### src/rtl/vga_pkg.sv
`default_nettype none
// ============================================================================
// vga_pkg : default 640x480@60 timing constants and the timing record type.
// Rev 1.0
// ============================================================================
package vga_pkg;

  typedef struct packed {
    int unsigned active;
    int unsigned fp;
    int unsigned sync;
    int unsigned bp;
  } vga_timing_t;

  localparam vga_timing_t VGA_640X480_H = '{active: 640, fp: 16, sync: 96, bp: 48};
  localparam vga_timing_t VGA_640X480_V = '{active: 480, fp: 10, sync: 2,  bp: 33};

  function automatic int unsigned timing_total(input vga_timing_t t);
    return t.active + t.fp + t.sync + t.bp;
  endfunction

endpackage
`default_nettype wire

### src/rtl/vga_axis_counter.sv
`default_nettype none
// ============================================================================
// vga_axis_counter : modulo-TOTAL counter with increment, clear and wrap flag.
// Rev 1.0
// ============================================================================
module vga_axis_counter #(
  parameter int unsigned TOTAL = 800,
  parameter int unsigned W     = 10
) (
  input  logic         clk25,
  input  logic         rst_n,
  input  logic         inc,
  input  logic         clr,
  output logic [W-1:0] count,
  output logic         wrap
);

  localparam logic [W-1:0] LAST = W'(TOTAL - 1);

  if ((TOTAL < 2) || (TOTAL > (2 ** W))) begin : g_bad_total
    $error("vga_axis_counter: TOTAL does not fit in W bits");
  end

  assign wrap = inc && (count == LAST);

  // Clear has priority over a wrap landing in the same cycle.
  always_ff @(posedge clk25 or negedge rst_n) begin
    if (!rst_n) begin
      count <= '0;
    end else if (clr) begin
      count <= '0;
    end else if (inc) begin
      count <= wrap ? '0 : count + W'(1);
    end
  end

endmodule
`default_nettype wire

### src/rtl/vga_timing_gen.sv
`default_nettype none
// ============================================================================
// vga_timing_gen : VGA raster counters with registered sync/blank/pulse decode.
// Rev 1.0
// ============================================================================
module vga_timing_gen
  import vga_pkg::*;
#(
  parameter int unsigned H_ACTIVE = VGA_640X480_H.active,
  parameter int unsigned H_FP     = VGA_640X480_H.fp,
  parameter int unsigned H_SYNC   = VGA_640X480_H.sync,
  parameter int unsigned H_BP     = VGA_640X480_H.bp,
  parameter int unsigned V_ACTIVE = VGA_640X480_V.active,
  parameter int unsigned V_FP     = VGA_640X480_V.fp,
  parameter int unsigned V_SYNC   = VGA_640X480_V.sync,
  parameter int unsigned V_BP     = VGA_640X480_V.bp,
  parameter bit          H_POL    = 1'b0,
  parameter bit          V_POL    = 1'b0,
  parameter int unsigned CNT_W    = 10
) (
  input  logic             clk25,
  input  logic             rst_n,
  input  logic             ce,
  input  logic             restart,
  output logic [CNT_W-1:0] pixel_x,
  output logic [CNT_W-1:0] pixel_y,
  output logic             hsync,
  output logic             vsync,
  output logic             video_active,
  output logic             line_start,
  output logic             frame_start
);

  localparam vga_timing_t H_TIM = '{active: H_ACTIVE, fp: H_FP, sync: H_SYNC, bp: H_BP};
  localparam vga_timing_t V_TIM = '{active: V_ACTIVE, fp: V_FP, sync: V_SYNC, bp: V_BP};
  localparam int unsigned H_TOTAL = timing_total(H_TIM);
  localparam int unsigned V_TOTAL = timing_total(V_TIM);

  localparam logic [CNT_W-1:0] H_ACT_END  = CNT_W'(H_ACTIVE);
  localparam logic [CNT_W-1:0] V_ACT_END  = CNT_W'(V_ACTIVE);
  localparam logic [CNT_W-1:0] HS_FIRST   = CNT_W'(H_ACTIVE + H_FP);
  localparam logic [CNT_W-1:0] HS_LAST    = CNT_W'(H_ACTIVE + H_FP + H_SYNC - 1);
  localparam logic [CNT_W-1:0] VS_FIRST   = CNT_W'(V_ACTIVE + V_FP);
  localparam logic [CNT_W-1:0] VS_LAST    = CNT_W'(V_ACTIVE + V_FP + V_SYNC - 1);

  logic [CNT_W-1:0] x;
  logic [CNT_W-1:0] y;
  logic             x_wrap;
  logic             y_wrap;
  logic             at_origin;
  logic             in_hs;
  logic             in_vs;
  logic             in_active;

  vga_axis_counter #(
    .TOTAL (H_TOTAL),
    .W     (CNT_W)
  ) u_x_cnt (
    .clk25 (clk25),
    .rst_n (rst_n),
    .inc   (ce),
    .clr   (restart),
    .count (x),
    .wrap  (x_wrap)
  );

  vga_axis_counter #(
    .TOTAL (V_TOTAL),
    .W     (CNT_W)
  ) u_y_cnt (
    .clk25 (clk25),
    .rst_n (rst_n),
    .inc   (x_wrap),
    .clr   (restart),
    .count (y),
    .wrap  (y_wrap)
  );

  assign in_hs     = (x >= HS_FIRST) && (x <= HS_LAST);
  assign in_vs     = (y >= VS_FIRST) && (y <= VS_LAST);
  assign in_active = (x < H_ACT_END) && (y < V_ACT_END);

  // Tracks "counters sit at (0,0)" so frame_start needs no wide compare.
  always_ff @(posedge clk25 or negedge rst_n) begin
    if (!rst_n) begin
      at_origin <= 1'b1;
    end else begin
      at_origin <= restart | y_wrap | (at_origin & ~ce);
    end
  end

  always_ff @(posedge clk25 or negedge rst_n) begin
    if (!rst_n) begin
      pixel_x      <= '0;
      pixel_y      <= '0;
      hsync        <= ~H_POL;
      vsync        <= ~V_POL;
      video_active <= 1'b0;
      line_start   <= 1'b0;
      frame_start  <= 1'b0;
    end else begin
      line_start  <= 1'b0;
      frame_start <= 1'b0;
      if (ce) begin
        pixel_x      <= x;
        pixel_y      <= y;
        hsync        <= in_hs ? H_POL : ~H_POL;
        vsync        <= in_vs ? V_POL : ~V_POL;
        video_active <= in_active;
        line_start   <= (x == '0);
        frame_start  <= at_origin;
      end
    end
  end

endmodule
`default_nettype wire

### config.mk
export PLATFORM = sky130hd
export DESIGN_NAME = vga_timing_gen
export DESIGN_NICKNAME = d
export VERILOG_FILES = /design/src/rtl/vga_pkg.sv /design/src/rtl/vga_axis_counter.sv /design/src/rtl/vga_timing_gen.sv
export SDC_FILE = /design/constraint.sdc
export NUM_CORES = 1
export LEC_CHECK = 0
export ABC_AREA = 1
export BUFFER_PORTS_ARGS = -buffer_cell sky130_fd_sc_hd__buf_4
export CORE_ASPECT_RATIO = 1.4
export CORE_MARGIN = 2
export CORE_UTILIZATION = 40
export CTS_BUF_LIST = sky130_fd_sc_hd__clkbuf_4 sky130_fd_sc_hd__clkbuf_8
export DETAILED_ROUTE_END_ITERATION = 8
export PLACE_DENSITY = 0.62
export REMOVE_ABC_BUFFERS = 1
export SYNTH_ARGS = -nofsm -noshare
export SYNTH_HDL_FRONTEND = slang
export SYNTH_SLANG_ARGS = --single-unit
### constraint.sdc
create_clock -name clk25 -period 1.3 [get_ports clk25]
set_input_delay 0.065 -clock clk25 [delete_from_list [all_inputs] [get_ports clk25]]
set_output_delay 0.065 -clock clk25 [all_outputs]
set_load 0.03 [all_outputs]
Word level (Yosys, flattened, before mapping)
Index checks and enable logic that the tools add are counted.
{"block": "classes", "addsub": 2, "multipliers": 0, "div": 0, "n_lt_le_gt_ge": 6, "eq_ne": 2, "shift": 0, "mux": 10, "bitwise_logic": 4, "reduce_logical": 8}
{"cell": "2-to-1 mux 10 bit", "count": 6}
{"cell": "adder 10 x 1 -> 10 bit (second input constant)", "count": 2}
{"cell": "== test 10 bit (second input constant)", "count": 2}
{"cell": "greater-or-equal comparator 10 bit (second input constant)", "count": 1}
{"cell": "greater-or-equal comparator 10 x 9 -> 1 bit (second input constant)", "count": 1}
{"cell": "less-or-equal comparator 10 bit (second input constant)", "count": 1}
{"cell": "less-or-equal comparator 10 x 9 -> 1 bit (second input constant)", "count": 1}
{"cell": "logical NOT 10 bit", "count": 1}
{"cell": "< comparator 10 bit (second input constant)", "count": 1}
{"cell": "< comparator 10 x 9 -> 1 bit (second input constant)", "count": 1}
{"cell": "logical AND 1 bit", "count": 5}
{"cell": "2-to-1 mux 1 bit", "count": 4}
{"cell": "nonzero test 2 bit", "count": 2}
{"cell": "OR 1 bit", "count": 2}
{"cell": "bitwise AND 1 bit", "count": 1}
{"cell": "inverter 1 bit", "count": 1}
{"block": "totals", "reg_bits": 46, "latch_bits": 0, "ram_bits": 0, "rom_bits": 0, "inputBits": 4, "elab_cells": 42, "mem_count": 0}

Logic depth before layout (Yosys ltp)
Gate-level depths: netlist (run 1).
{"block": "depth", "depth_word": 6, "depth_mapped": 10, "mapped_depth_nobuf": 9}

Hierarchy
A second synthesis (run 1) with hierarchy kept.
{"block": "unflattened", "hier_cells": 316, "hier_area_um2": 2427.3}
{"module": "vga_timing_gen", "n_inst": 1, "cells_per_inst": 126, "area_per_inst_um2": 1113.6, "seq_area_each_um2": 654.4}
{"module": "vga_axis_counter at u_y_cnt", "n_inst": 1, "cells_per_inst": 98, "area_per_inst_um2": 675.6, "seq_area_each_um2": 250.2}
{"module": "vga_axis_counter at u_x_cnt", "n_inst": 1, "cells_per_inst": 92, "area_per_inst_um2": 638.1, "seq_area_each_um2": 250.2}

Worst setup path after synthesis (run 1)
OpenSTA, ideal clock, no wires.
{"block": "synth_path", "path_kind": "reg-to-reg", "startpoint": "register u_y_cnt.count[0]", "endpoint": "register u_y_cnt.count[7]", "setup_ns": 0.119, "t_arrival_ns": 1.196, "required_time_ns": 1.181, "path_slack_ns": -0.015, "stages_incl_launch_ff": 10, "synth_period_minus_slack_ns": 1.315, "cell_sequence": "dfrtp_1 > inv_1 > ha_1 > nand2_1 > nor2_1 > nand3_1 > nand2_1 > nand2_1 > nand2_1 > nor2_1"}
{"block": "synth_via", "elab_chain_len": 5, "word_cells_on_any_way": 6, "classes_between": "1 x add/sub; 1 x eq/ne; 3 x mux; 1 x reduce/logical"}
{"element": "start, declared", "line": "vga_axis_counter.sv:14", "rtl": "output logic [W-1:0] count,"}
{"element": "start signal, assigned", "line": "vga_axis_counter.sv:33", "rtl": "count <= wrap ? '0 : count + W'(1);"}
{"element": "parallel branches: the longest is 2 deep, another holds adder 10 x 1 -> 10 bit"}
{"element": "2-to-1 mux 10 bit (*)", "line": "vga_axis_counter.sv:33"}
{"element": "2-to-1 mux 10 bit (*)", "line": "vga_axis_counter.sv:32", "rtl": "end else if (inc) begin"}
{"element": "2-to-1 mux 10 bit (*)", "line": "vga_axis_counter.sv:30", "rtl": "end else if (clr) begin"}
Every way passes the cells marked *. The select of a mux whose other input is x is not followed.
A chain may end at the register's enable or synchronous reset.

Worst setup path after layout (run 1)
{"block": "layout_path", "startpoint": "register u_x_cnt.count[0]", "endpoint": "register u_x_cnt.count[6]"}
{"block": "layout_via", "elab_chain_len": 5, "word_cells_on_any_way": 6, "classes_between": "1 x add/sub; 1 x eq/ne; 3 x mux; 1 x reduce/logical"}
{"element": "start, declared", "line": "vga_axis_counter.sv:14"}
{"element": "start signal, assigned", "line": "vga_axis_counter.sv:33"}
{"element": "parallel branches: the longest is 2 deep, another holds adder 10 x 1 -> 10 bit"}
{"element": "2-to-1 mux 10 bit (*)", "line": "vga_axis_counter.sv:33"}
{"element": "2-to-1 mux 10 bit (*)", "line": "vga_axis_counter.sv:32"}
{"element": "2-to-1 mux 10 bit (*)", "line": "vga_axis_counter.sv:30"}
Marks and branches as above.

==> run metrics, run 1 <==
clock-pin slew on the worst setup and hold paths 0.09 ns; CTS Buf Count 5; fin util 0.588; H-tree depth 2; Post-Syn Instances between 200 and 300; startpoint types register; Final Cell Area 0.00323 sq mm; worst reg2reg path depth 7; Post-Layout Cell Count about 440; layout cell share with drive strength beyond 1 0.378; CP Launch Point u_x_cnt.count[0]; crit end category register; pin count of the biggest net entering global routing between 40 and 50; Layout area overhead 41.8%; Clock Latency Late Sink 0.31 ns; die width 67.7 microns; hold depth 3; hold crit path type input port to register; Clock Skew ~0.013 ns; FF/Latch Area roughly 0.0012 sq mm; met2 Resource Use GR 0.369; Top Ports 29; placed cell area 0.00288 sq mm; Post-synth EDFFs 0; sequential area share after synthesis 0.508; Placed Instances about 430; fin worst setup slack -0.0623 ns; GR Util met1 0.230; overall power 0.00275 W; kind of critical path register to register; Clock Tree Buf Depth 2; failing checks negative setup slack; TritonCTS clock tree built; number of distinct library cells after synthesis 27; status finished, violations left; Hold Vio Cnt, Final 0; number of fill cells 490; ANT nets after route 0; first-pass GRT wire length approximately 9800 microns; Seq cells post-synth 46; cell leakage power 1.61 nW; Die Footprint ~0.0063 sq mm; Starting Density 0.415; Fmax 734 MHz; met3 usage 0.0337; RSZ-0062 raised after global routing true; Worst Path Required 1.53 ns; core area about 0.0055 sq mm; fin crit period between 1 and 1.5 ns; Least-Margin Pin Slew 0.592 ns; P per Cell Area about 850 mW/mm^2; internal reg-to-reg setup slack -0.06 ns; hpwl dp 4130 microns; All-Layer GR Usage 0.205; Critical R2R Capture u_x_cnt.count[6]; Setup-failing EPs final 16; Vias/cell a little under 5; Ys Warns 0; row cnt 32; multi-input logic area about 0.0011 sq mm; # clock sinks 46; grt ovf 0; Final Max Tran Viols 0; Cell Area, Synth about 0.0023 sq mm; Worst VDD drop ~500 uV; Main synth FF type dfrtp_1; Residual DRC 0; vias after detailed routing roughly 2200; number of diodes 0; MaxCap Viol Count 0; Synth Area per Inst between 7 and 8 sq um; period utilization 1.05; Root Buffer clkbuf_8; Async S/R FF share, synth 1.00; antenna violations before repair 0; RR Startpoint u_x_cnt.count[0]; GPL Wtd Cong between 0.8 and 0.9; Final #Nets 381; Relative slew margins 0.605; vias in the first global route between 2000 and 2500; Die Height 93.2 microns; Port Buffers 28; pre-CTS WS -0.182 ns; crit path DAT 1.59 ns; gr busiest metal met2; total routed wirelength approximately 6000 microns; largest fanout on the critical path 9; drt wl/cell ~13 microns; First DRT Iteration DRCs 121; Pre-Repair DR Iteration Count 4; crit path to u_x_cnt.count[6]
-- synth_stat cells, types with 2 or more instances --
master | number | area share
dfrtp_1 | 43 | 0.47
ha_1 | 5 | 0.028
xor2_1 | 2 | 0.0077
buf_6 | 3 | 0.015
o21ai_0 | 26 | 0.057
nand2_1 | 79 | 0.13
nor3_1 | 5 | 0.011
inv_1 | 36 | 0.059
nor2_1 | 41 | 0.068
clkbuf_1 | 4 | 0.0066
dfstp_2 | 3 | 0.035
nand3_1 | 15 | 0.033
nand4_1 | 6 | 0.017
a21oi_1 | 8 | 0.018
-- stage by stage --
| stage | hold WS [ns] | setup TNS, ns |
|---|---|---|
| after floorplan | -0.231 | -0.355 |
| after CTS | 0.0307 | -0.278 |
| after global placement | 0.110 | -1.07 |
| final | 0.0327 | -0.589 |
| after global routing | 0.0365 | -2.00 |
| after detailed placement | 0.113 | -2.08 |
-- power breakdown --
group / leakage, nW / switching (W) / internal (W)
registers: 0.620 / 0.0000188 / 0.00146
clock network: 0.0517 / 0.000492 / 0.000451
logic: 0.936 / 0.000201 / 0.000119
-- worst min-delay path by stage --
stage,startpoint,end,slack [ns]
after detailed placement,rst_n,pixel_x[3],0.11
final,ce,frame_start,0.03
after global placement,rst_n,u_x_cnt.count[2],0.11
after global routing,ce,frame_start,0.04
after floorplan,rst_n,frame_start,-0.23
after CTS,ce,frame_start,0.03
-- metal layers --
metal / vias to the layer above / wire [microns]
li1: 1081 / -
met1: 1034 / 2330
met2: 35 / 3250
met3: 15 / 125
met4: 0 / 179
met5: - / 0
-- flip-flops by register name (all words and copies together), names as in the netlist --
signal and cells:
u_x_cnt.count 10, line_start 1, pixel_y 10, frame_start 1
pixel_x 10, video_active 1, at_origin 1, u_y_cnt.count 10
hsync 1, vsync 1
-- area by class of cell --
| cell class | instances | area share |
|---|---|---|
| well taps | 68 | 0.0264 |
| multi-input cells | 200 | 0.346 |
| repair buffers | 82 | 0.196 |
| inverters | 37 | 0.0438 |
| flip-flops and latches | 46 | 0.358 |
| clock inverters | 1 | 0.00155 |
| clock buffers | 7 | 0.0279 |
-- cell usage in the layout, fill, tap and decap left out, types with 2 or more instances in the layout --
master and count:
buf_4 77, nand2_1 71, dfrtp_1 43, inv_1 29, nor2_1 29, o21ai_0 21
nor2_2 11, nand3_1 10, inv_2 7, nand2_2 7, a21oi_1 7, nand4_1 6
clkbuf_8 6, o21ai_1 5, nand3_2 4, buf_6 4, nor2_4 3, nand2_4 3
nor3_2 3, ha_2 3, dfstp_2 3, nor3_1 2, nand3_4 2, nand2_8 2
xor2_1 2
-- timing repair --
| action | 4_1_cts | 5_1_grt |
|---|---|---|
| setup buffers | 3 | 3 |
| endpoints found under the setup margin | 19 | 23 |
| pin swaps | 14 | 9 |
| hold endpoints to repair | 43 | 0 |
| gates resized for setup | 36 | 23 |
| hold buffers | 1 | 0 |
| cloned | 1 | 1 |
-- cells by family after synthesis --
logic type	count (synthesis)	synth area share
compound gates	37	0.0847
xor+xnor	2	0.00770
fa+ha+maj	5	0.0275
buf+inv	45	0.0847
flops	46	0.508
simple gates	154	0.288
-- worst max-delay path, cell delays in order (launching register included) --
cell     delay (ns)
dfrtp_1        0.39
ha_2           0.19
inv_2          0.08
nor2_4         0.05
nand3_4        0.15
nand2_8        0.10
buf_4          0.16
nor3b_1        0.17
Note: power is estimated with default switching activity, not from simulation.
==> inputs of run 2 (changes only) <==
- CAP_MARGIN: default -> 40
- GPL_ROUTABILITY_DRIVEN: default -> 0
- clock period: 1.3 -> 1.2 ns (I/O delays scaled with it)
==> run 2 against run 1 <==
  * Highest routed layer unchanged
  * The flow still finishes with violations (negative setup slack)
  * Critical path type unchanged
  * Clock skew shrank 0.0055 ns
  * Design area grew 4.4%
  * Critical path depth is the same
  * Die area is the same
  * Combinational power grew 13%
  * Largest power group unchanged
==> run metrics, run 2 (synthesis gave the netlist of run 1 again) <==
status finished, violations left (unchanged); failing checks negative setup slack (unchanged); Critical R2R Capture u_x_cnt.count[4] (was u_x_cnt.count[6]); Final #Nets 384 (was 381); fin crit period 1.39 ns (was 1.36 ns); Die Footprint 0.00631 sq mm (unchanged); most common cell after layout, fill and taps aside buf_4 (unchanged); Layout area overhead 48.0% (was 41.8%); Clock Latency Late Sink 0.31 ns (about the same); Die Height 93.2 microns (unchanged); Vias/cell 4.93 (was 4.91); Residual DRC 0 (unchanged); Hold Path Origin ce (unchanged); kind of critical path register to register (unchanged); largest fanout on the critical path 3 (was 9); antenna violations before repair 0 (unchanged); Hold Vio Cnt, Final 0 (unchanged); internal reg-to-reg setup slack -0.19 ns (was -0.06 ns); pin count of the biggest net entering global routing 47 (unchanged); period utilization 1.16 (was 1.05); MaxCap Viol Count 0 (unchanged); crit path DAT 1.59 ns (about the same); critical path's slowest cell dfrtp_1 (unchanged); CP cell instances ha_2, inv_2, nor2_2, nand3_2, buf_4, nor2_2, nor3_4 (was ha_2, inv_2, nor2_4, nand3_4, nand2_8, buf_4, nor3b_1); vias after detailed routing 2191 (was 2165); hpwl dp 4190 microns (was 4130 microns); Root Buffer clkbuf_8 (unchanged); vias in the first global route 2203 (was 2152); most frequent cells in the layout 78 x buf_4, 66 x nand2_1, 43 x dfrtp_1 (was 77 x buf_4, 71 x nand2_1, 43 x dfrtp_1); Final Max Tran Viols 0 (unchanged); row cnt 32 (unchanged); H-tree depth 2 (unchanged); first-pass GRT wire length 10100 microns (was 9800 microns); worst reg2reg path depth 7 (unchanged); ANT nets after route 0 (unchanged); Setup-failing EPs final 23 (was 16); All-Layer GR Usage 0.215 (was 0.205); fin worst setup slack -0.190 ns (was -0.0623 ns); TritonCTS clock tree built (unchanged); Clock Skew 0.00707 ns (was 0.0125 ns); overall power 0.00301 W (was 0.00275 W); Pre-Repair DR Iteration Count 4 (unchanged); most frequent CP cell nor2_2; CTS Buf Count 5 (unchanged); number of diodes 0 (unchanged); Port Buffers 28 (unchanged); Worst Hold End hsync (was frame_start); RR Startpoint u_x_cnt.count[1] (was u_x_cnt.count[0]); grt ovf 0 (unchanged); crit end category register (unchanged); hold crit path type input port to register (unchanged); CP peak stage delay 0.36 ns (was 0.39 ns); clock-pin slew on the worst setup and hold paths 0.09 ns (about the same); hold depth 3 (unchanged); cell leakage power 1.63 nW (was 1.61 nW); Worst VDD drop 580 uV (was 498 uV); Least-Margin Pin Slew 0.599 ns (was 0.592 ns); drt wl/cell 14.1 microns (was 13.4 microns); Relative slew margins 0.600 (was 0.605); worst hold slack 0.0473 ns (was 0.0327 ns); Starting Density 0.415 (unchanged); Top Ports 29 (unchanged); RSZ-0062 raised after global routing true (unchanged); core area 0.00549 sq mm (unchanged); Clock Tree Buf Depth 2 (unchanged); startpoint types register (unchanged); First DRT Iteration DRCs 146 (was 121); layout cell share with drive strength beyond 1 0.428 (was 0.378); Fmax 719 MHz (was 734 MHz); P per Cell Area 894 mW/mm^2 (was 851 mW/mm^2); # clock sinks 46 (unchanged); total routed wirelength 6280 microns (was 5890 microns); Worst Path Required 1.40 ns (was 1.53 ns); die width 67.7 microns (unchanged)
run 2: cell types whose count changed in the layout (fill, tap and decap cells not counted), moves of 3 or more:
| cell | delta |
|---|---|
| nor3_4 | +3 |
| nor2_4 | +3 |
| o21ai_2 | +3 |
| nor2_1 | -3 |
| nand2_1 | -5 |
run 2: where the power goes:
part	leakage, nW	internal, W	switching, W
clock network	0.0517	0.000489	0.000556
logic	0.960	0.000132	0.000229
registers	0.620	0.00159	0.0000193
run 2: layer usage:
| layer | global-route usage | wire length (microns) |
|---|---|---|
| met5 | 0 | 0 |
| met1 | 0.238 | 2420 |
| met4 | 0.109 | 215 |
| met3 | 0.0289 | 170 |
| met2 | 0.386 | 3480 |
run 2: worst max-delay path by stage:
| stage | to | from |
|---|---|---|
| after CTS | u_y_cnt.count[6] | u_x_cnt.count[1] |
| after global routing | u_x_cnt.count[9] | u_x_cnt.count[1] |
| after floorplan | u_y_cnt.count[7] | u_x_cnt.count[0] |
| final | u_x_cnt.count[4] | u_x_cnt.count[1] |
| after global placement | u_y_cnt.count[7] | u_y_cnt.count[1] |
| after detailed placement | u_x_cnt.count[4] | u_x_cnt.count[0] |
run 2: critical path: cells and delay by family, from the launching register on:
family,cells,cell delay [ns]
buffers and inverters,2,0.23
adders and majority gates,1,0.18
and+or+nand+nor,4,0.51
DFF,1,0.36
run 2: layout make-up:
cell class              instances  area, sq um
clock buffers                   7         90.1
clock inverters                 1         5.00
fillers                       476         2120
inverters                      37          146
multi-input cells             200         1220
flip-flops and latches         46         1150
well taps                      68         85.1
repair buffers                 85          663
run 2: through the flow:
step           worst slack [ns]  std cells  cell area, sq um  TNS [ns]   util
5_1_grt                  -0.254        444              3370     -4.47  0.614
3_5_place_dp             -0.263        431              2920     -3.83  0.533
3_3_place_gp             -0.221        431              2920     -3.05  0.533
6_report                 -0.190        444              3370     -2.84  0.614
4_1_cts                  -0.137        443              3220     -2.24  0.588
2_1_floorplan            -0.151        281              2220     -1.62      -
run 2: what timing repair did:
item	in CTS	in global routing
pin swaps	23	13
hold buffers	1	0
setup buffers	2	2
cloned	2	0
gates resized for setup	51	40
endpoints found under the setup margin	23	23
hold endpoints to repair	43	0
